<file path="src/rtl/perceptron_pkg.sv">
// Shared types and helpers for the perceptron request arbiter.
package perceptron_pkg;

    localparam int N_REQ    = 2;
    localparam int ID_W     = 1;
    localparam int SAMPLE_W = 16;
    localparam int PE_W     = 8;
    localparam int WCNT_W   = 4;

    typedef enum logic [1:0] {
        IDLE = 2'd0,
        WAIT = 2'd1,
        RESP = 2'd2
    } state_t;

    // Pick one requester's 16-bit sample out of the packed request bus.
    function automatic logic [SAMPLE_W-1:0] req_slice(
        input logic [N_REQ*SAMPLE_W-1:0] data,
        input logic [ID_W-1:0]           id
    );
        return data[int'(id)*SAMPLE_W +: SAMPLE_W];
    endfunction

endpackage

</file>
<file path="src/rtl/rr_arbiter2.sv">
// Two-way round-robin grant logic; the favour input breaks ties only.
module rr_arbiter2 (
    input  logic [1:0] req,
    input  logic       favour,
    input  logic       en,
    output logic [1:0] grant
);

    // A lone requester always wins; on contention the favoured one wins.
    always_comb begin
        grant = 2'b00;
        if (en) begin
            if (req == 2'b11) begin
                grant = favour ? 2'b10 : 2'b01;
            end else begin
                grant = req;
            end
        end
    end

endmodule

</file>
<file path="src/rtl/perceptron_arbiter.sv">
// Shares one perceptron core between two requesters: accept a sample,
// hold it on the core inputs for the settle time, return the class.
module perceptron_arbiter
    import perceptron_pkg::*;
#(
    parameter int LATENCY = 2,
    parameter int CNT_W   = 8
) (
    input  logic                      clk,
    input  logic                      rst,
    input  logic [N_REQ-1:0]          req_valid,
    input  logic [N_REQ*SAMPLE_W-1:0] req_data,
    output logic [N_REQ-1:0]          req_ready,
    output logic [PE_W-1:0]           pe_inputs1,
    output logic [PE_W-1:0]           pe_inputs2,
    input  logic                      pe_class,
    output logic                      rsp_valid,
    output logic [ID_W-1:0]           rsp_id,
    output logic                      rsp_class,
    input  logic                      rsp_ready,
    output logic                      busy,
    output logic [CNT_W-1:0]          done_cnt0,
    output logic [CNT_W-1:0]          done_cnt1
);

    if (LATENCY < 1 || LATENCY > 15) begin : g_latency_check
        $error("perceptron_arbiter: LATENCY must be in 1..15");
    end

    // Wait counter starts at LATENCY-1 so the class is captured exactly
    // LATENCY cycles after the core inputs change.
    localparam logic [WCNT_W-1:0] LAT_LOAD = WCNT_W'(LATENCY - 1);

    state_t              r_state;
    logic [WCNT_W-1:0]   r_cnt;
    logic [ID_W-1:0]     r_id;
    logic                r_favour;
    logic [SAMPLE_W-1:0] r_pe_in;
    logic                r_rsp_valid;
    logic [ID_W-1:0]     r_rsp_id;
    logic                r_rsp_class;
    logic [CNT_W-1:0]    r_done0;
    logic [CNT_W-1:0]    r_done1;

    logic [N_REQ-1:0]    w_grant;
    logic                w_arb_en;
    logic [ID_W-1:0]     w_gid;

    // Grants are only offered from IDLE and never while reset is applied.
    assign w_arb_en = (r_state == IDLE) && !rst;
    assign w_gid    = w_grant[1];

    rr_arbiter2 u_arb (
        .req    (req_valid),
        .favour (r_favour),
        .en     (w_arb_en),
        .grant  (w_grant)
    );

    // Request acceptance, settle wait and response hand-off.
    always_ff @(posedge clk) begin
        if (rst) begin
            r_state     <= IDLE;
            r_cnt       <= '0;
            r_id        <= '0;
            r_favour    <= 1'b0;
            r_pe_in     <= '0;
            r_rsp_valid <= 1'b0;
            r_rsp_id    <= '0;
            r_rsp_class <= 1'b0;
            r_done0     <= '0;
            r_done1     <= '0;
        end else begin
            case (r_state)
                IDLE: begin
                    if (|w_grant) begin
                        r_pe_in <= req_slice(req_data, w_gid);
                        r_id    <= w_gid;
                        r_cnt   <= LAT_LOAD;
                        r_state <= WAIT;
                    end
                end
                WAIT: begin
                    if (r_cnt == '0) begin
                        r_rsp_class <= pe_class;
                        r_rsp_id    <= r_id;
                        r_rsp_valid <= 1'b1;
                        r_state     <= RESP;
                    end else begin
                        r_cnt <= r_cnt - WCNT_W'(1);
                    end
                end
                RESP: begin
                    // Pointer moves on completion so a stalled response
                    // cannot let its own requester jump the queue.
                    if (rsp_ready) begin
                        r_rsp_valid <= 1'b0;
                        r_favour    <= ~r_id[0];
                        if (r_id[0]) begin
                            r_done1 <= r_done1 + CNT_W'(1);
                        end else begin
                            r_done0 <= r_done0 + CNT_W'(1);
                        end
                        r_state <= IDLE;
                    end
                end
                default: r_state <= IDLE;
            endcase
        end
    end

    assign req_ready  = w_grant;
    assign busy       = (r_state != IDLE) && !rst;
    assign pe_inputs1 = r_pe_in[PE_W-1:0];
    assign pe_inputs2 = r_pe_in[SAMPLE_W-1:PE_W];
    assign rsp_valid  = r_rsp_valid;
    assign rsp_id     = r_rsp_id;
    assign rsp_class  = r_rsp_class;
    assign done_cnt0  = r_done0;
    assign done_cnt1  = r_done1;

endmodule

</file>
<file path="config.mk">
export PLATFORM = sky130hd
export DESIGN_NAME = perceptron_arbiter
export DESIGN_NICKNAME = d
export VERILOG_FILES = /design/src/rtl/perceptron_pkg.sv /design/src/rtl/rr_arbiter2.sv /design/src/rtl/perceptron_arbiter.sv
export SDC_FILE = /design/constraint.sdc
export NUM_CORES = 1
export LEC_CHECK = 0
export BUFFER_PORTS_ARGS = -buffer_cell sky130_fd_sc_hd__buf_2
export CORE_ASPECT_RATIO = 0.75
export CORE_UTILIZATION = 45
export DETAILED_ROUTE_END_ITERATION = 8
export PLACE_DENSITY = 0.75
export SLEW_MARGIN = 20
export SYNTH_ARGS = -nofsm -noshare
export SYNTH_HDL_FRONTEND = slang
export SYNTH_SLANG_ARGS = --single-unit
</file>
<file path="constraint.sdc">
create_clock -name clk -period 1.9 [get_ports clk]
set_input_delay 0.19 -clock clk [delete_from_list [all_inputs] [get_ports clk]]
set_output_delay 0.19 -clock clk [all_outputs]
set_load 0.005 [all_outputs]
</file>
==> metrics.md <==
| Metric | Value |
|---|---|
| Latest clock arrival within the worst-skew pair | `0.28 ns` |
| Met2 usage | `29.6%` |
| Number of instances in the synthesized netlist | `220` |
| Number of global-route vias before repair | `1,564` |
| ANT nets after route | `0` |
| Total of buffers placed on input and output ports | `75` |
| Post-route standard cell area excluding fillers | `2470 um^2` |
| Most area-hungry cell type in the Yosys netlist | `dfxtp_1` |
| Required time of the critical path | `2.08 ns` |
| Total cell area at the placement stage | `2390 um^2` |
| Total of hold buffers inserted after clock tree synthesis | `0` |
| Top post-synthesis cells by area | `dfxtp_1, a221o_1, a211oi_1` |
| Highest achievable clock rate | `587 MHz` |
| Overall global routing resource usage | `18.8%` |
| Grt met3 use | `4.62%` |
| Slowest stage cell on the critical path | `dfxtp_1` |
| # resized after CTS | `0` |
| Maximum capacitance violations | `0` |
| Clock-pin slew on the worst setup and hold paths | `0.07 ns` |
| Worst Clk Skew | `0.00439 ns` |
| Max IR drop VDD | `0.457 mV` |
| TritonCTS clock tree | `done` |
| Max transition margin | `66.0%` |
| Final wirelength | `4450 um` |
| Leak pwr | `0.00106 uW` |
| Flops & latches, synth | `43` |
| Synthesized area per cell | `9.03 um^2` |
| WP data arrival | `1.88 ns` |
| Critical path's largest stage delay | `0.48 ns` |
| Dpl hpwl | `3260 um` |
| Net count after synthesis | `261` |
| Final-report setup violation count | `0` |
| Final GP Congestion | `0.751` |
| Transition time of the tightest slew-check pin | `0.509 ns` |
| H-tree lvl count | `2` |
| Routed via count | `1,875` |
| Final setup TNS | `0 ns` |
| Proportion of register bits with asynchronous set or reset after synthesis | `0%` |
| Die Span Y | `59.5 um` |
| Critical path type | `flop to flop` |
| Number of sinks driven by the clock tree | `43` |
| Die span in x | `78.7 um` |
| First-pass GRT wire length | `6930 um` |
| Area overhead of the layout relative to synthesis | `24.1%` |
| Maximum number of pins on one net before global-route repair | `36` |
| Ys Warns | `0` |
| Grt ovf | `0` |
| Fraction of layout cells with a size suffix above 1 | `32.8%` |
| Part of the Yosys area used for sequential elements | `43.3%` |
| Number of antenna violations at the first check in global routing | `0` |
| Time the worst path needs with I/O delays and setup | `1.70 ns` |
| Number of enable-type register cells in the synthesized netlist | `0` |
| Status | `finished, final reports clean` |
| List of cells traversed by the critical path | `nand4bb_1 > nor4_1 > mux2_2` |
| Number of CTS-inserted buffers | `5` |
| I/O pin total | `76` |
| Number of setup buffers added after CTS | `0` |
| Number of DRC violations after detailed routing | `0` |
| Path type of the worst min-delay path | `input pin to flop` |
| Count of distinct cell types in the synthesized netlist | `40` |
| Antenna diode count | `0` |
| Global routing usage on met1 | `25.5%` |
| Clk Tree Root Cell | `clkbuf_8` |
| Ratio of routed vias to standard cells | `5.43` |
| Number of hold-slack violations in the final timing report | `0` |
| Max-slew violations | `0` |
| Core area | `4130 um^2` |
| Routed WL per cell | `12.9 um` |
| Initial cell density of the core | `48.1%` |
| TritonRoute pass-1 iters | `4` |
| Clock tree buffer depth | `2` |
| Power per cell area | `763 nW/um^2` |
| Kind of launch point of the worst setup path | `flop` |
| Fraction of post-synthesis cell area in the top cell type by area | `43.3%` |
| Worst Setup End Kind | `flop` |
| Row cnt | `20` |
| Fin crit share | `89.7%` |
| Post-layout util | `59.7%` |
| GRT Max-Usage Layer | `met2` |
| Area of the die | `4690 um^2` |
| Crit-path max FO | `10` |
| Most used DFF post-synth | `dfxtp_1` |
| Initial DRC count | `58` |
| Final Net Count | `332` |
| Synth Cell Area | `1990 um^2` |
| Unrepaired setup endpoints after global routing | `false` |
| Power after layout | `1880 uW` |
[synth_stat cells, drive strengths merged, types with 2 or more instances]
master / count
nor2: 10
o21ai: 7
a211oi: 16
o31ai: 6
nand2: 6
a31oi: 2
ha: 3
nand4: 4
a221o: 17
a21oi: 19
or4: 7
buf: 10
inv: 25
mux2: 2
nand3: 5
nand3b: 2
or3b: 2
nor2b: 3
xor2: 2
mux2i: 2
dfxtp: 43
or3: 4
clkbuf: 7
nor3: 2
nor4: 2
[state kept, by name (all words and copies together) (netlist names)]
name	count
done_cnt0	8
done_cnt1	8
r_cnt	4
r_favour	1
r_id	1
r_pe_in	16
r_state	2
rsp_class	1
rsp_id	1
rsp_valid	1
[through the flow]
step | hold slack [ns] | instances | worst slack (ns)
global route | 0.117 | 345 | 0.0366
floorplan | 0.328 | 220 | 0.331
CTS | 0.116 | 345 | 0.190
detailed placement | 0.416 | 339 | 0.202
finish | 0.123 | 345 | 0.196
global placement | 0.414 | 339 | 0.243
[per-layer routing]
layer	part of all wire, %	wire (um)
met5	0	0
met4	0.92	41
met3	4.8	213
met2	44	1980
met1	50	2220
[power breakdown]
group / switching (uW) / internal [uW]
sequential: 44.1 / 965
clock: 274 / 245
combinational: 184 / 170
[cells by family after synthesis]
logic type / synth area share (%)
compound gates: 26.3
flops: 43.3
buf+inv: 8.88
fa+ha+maj: 1.89
xor+xnor: 0.882
mux: 2.14
simple gates: 16.6
[critical path: cells and delay by family, from the launching register on]
family	cells	cell delay, ns
AND/OR/NAND/NOR	2	0.76
flip-flops	1	0.48
multiplexers	1	0.36
[cell usage in the layout, fill, tap and decap left out, types with 2 or more instances in the layout]
master    instances
inv_1            25
xor2_1            2
buf_2            75
nand3b_1          2
mux2_2            2
a31oi_1           2
nor3_1            2
dfxtp_1          43
o21ai_0           7
a211oi_1         16
nor4_1            2
mux2i_1           2
nor2_1           10
nand3_1           5
or3_1             4
nand2_1           6
or3b_2            2
a221o_1          17
nor2b_1           3
buf_4             6
or4_1             7
a21oi_1          19
nand4_1           4
clkbuf_8          5
ha_1              3
o31ai_1           6
[worst paths after layout]
kind	from	endpoint	slack [ns]	cells past startpoint
worst max register to register	r_state[1]$_SDFFE_PP0P_	done_cnt0[7]$_SDFFE_PP0P_	0.20	3
worst max-delay path	r_state[1]$_SDFFE_PP0P_	done_cnt0[7]$_SDFFE_PP0P_	0.20	3
worst min-delay path	req_data[8]	r_pe_in[8]$_SDFFE_PP0P_	0.12	2
worst min register to register	r_favour$_SDFFE_PP0P_	r_favour$_SDFFE_PP0P_	0.48	2
[area by class of cell]
cell class	instances	area, um^2
multi-input combinational	135	950
sequential	43	861
tap	55	68.8
timing repair buffer	81	420
clock buffer	6	72.6
inverter	25	93.8
fill	380	1660
Power figures use the tool's default switching activity.
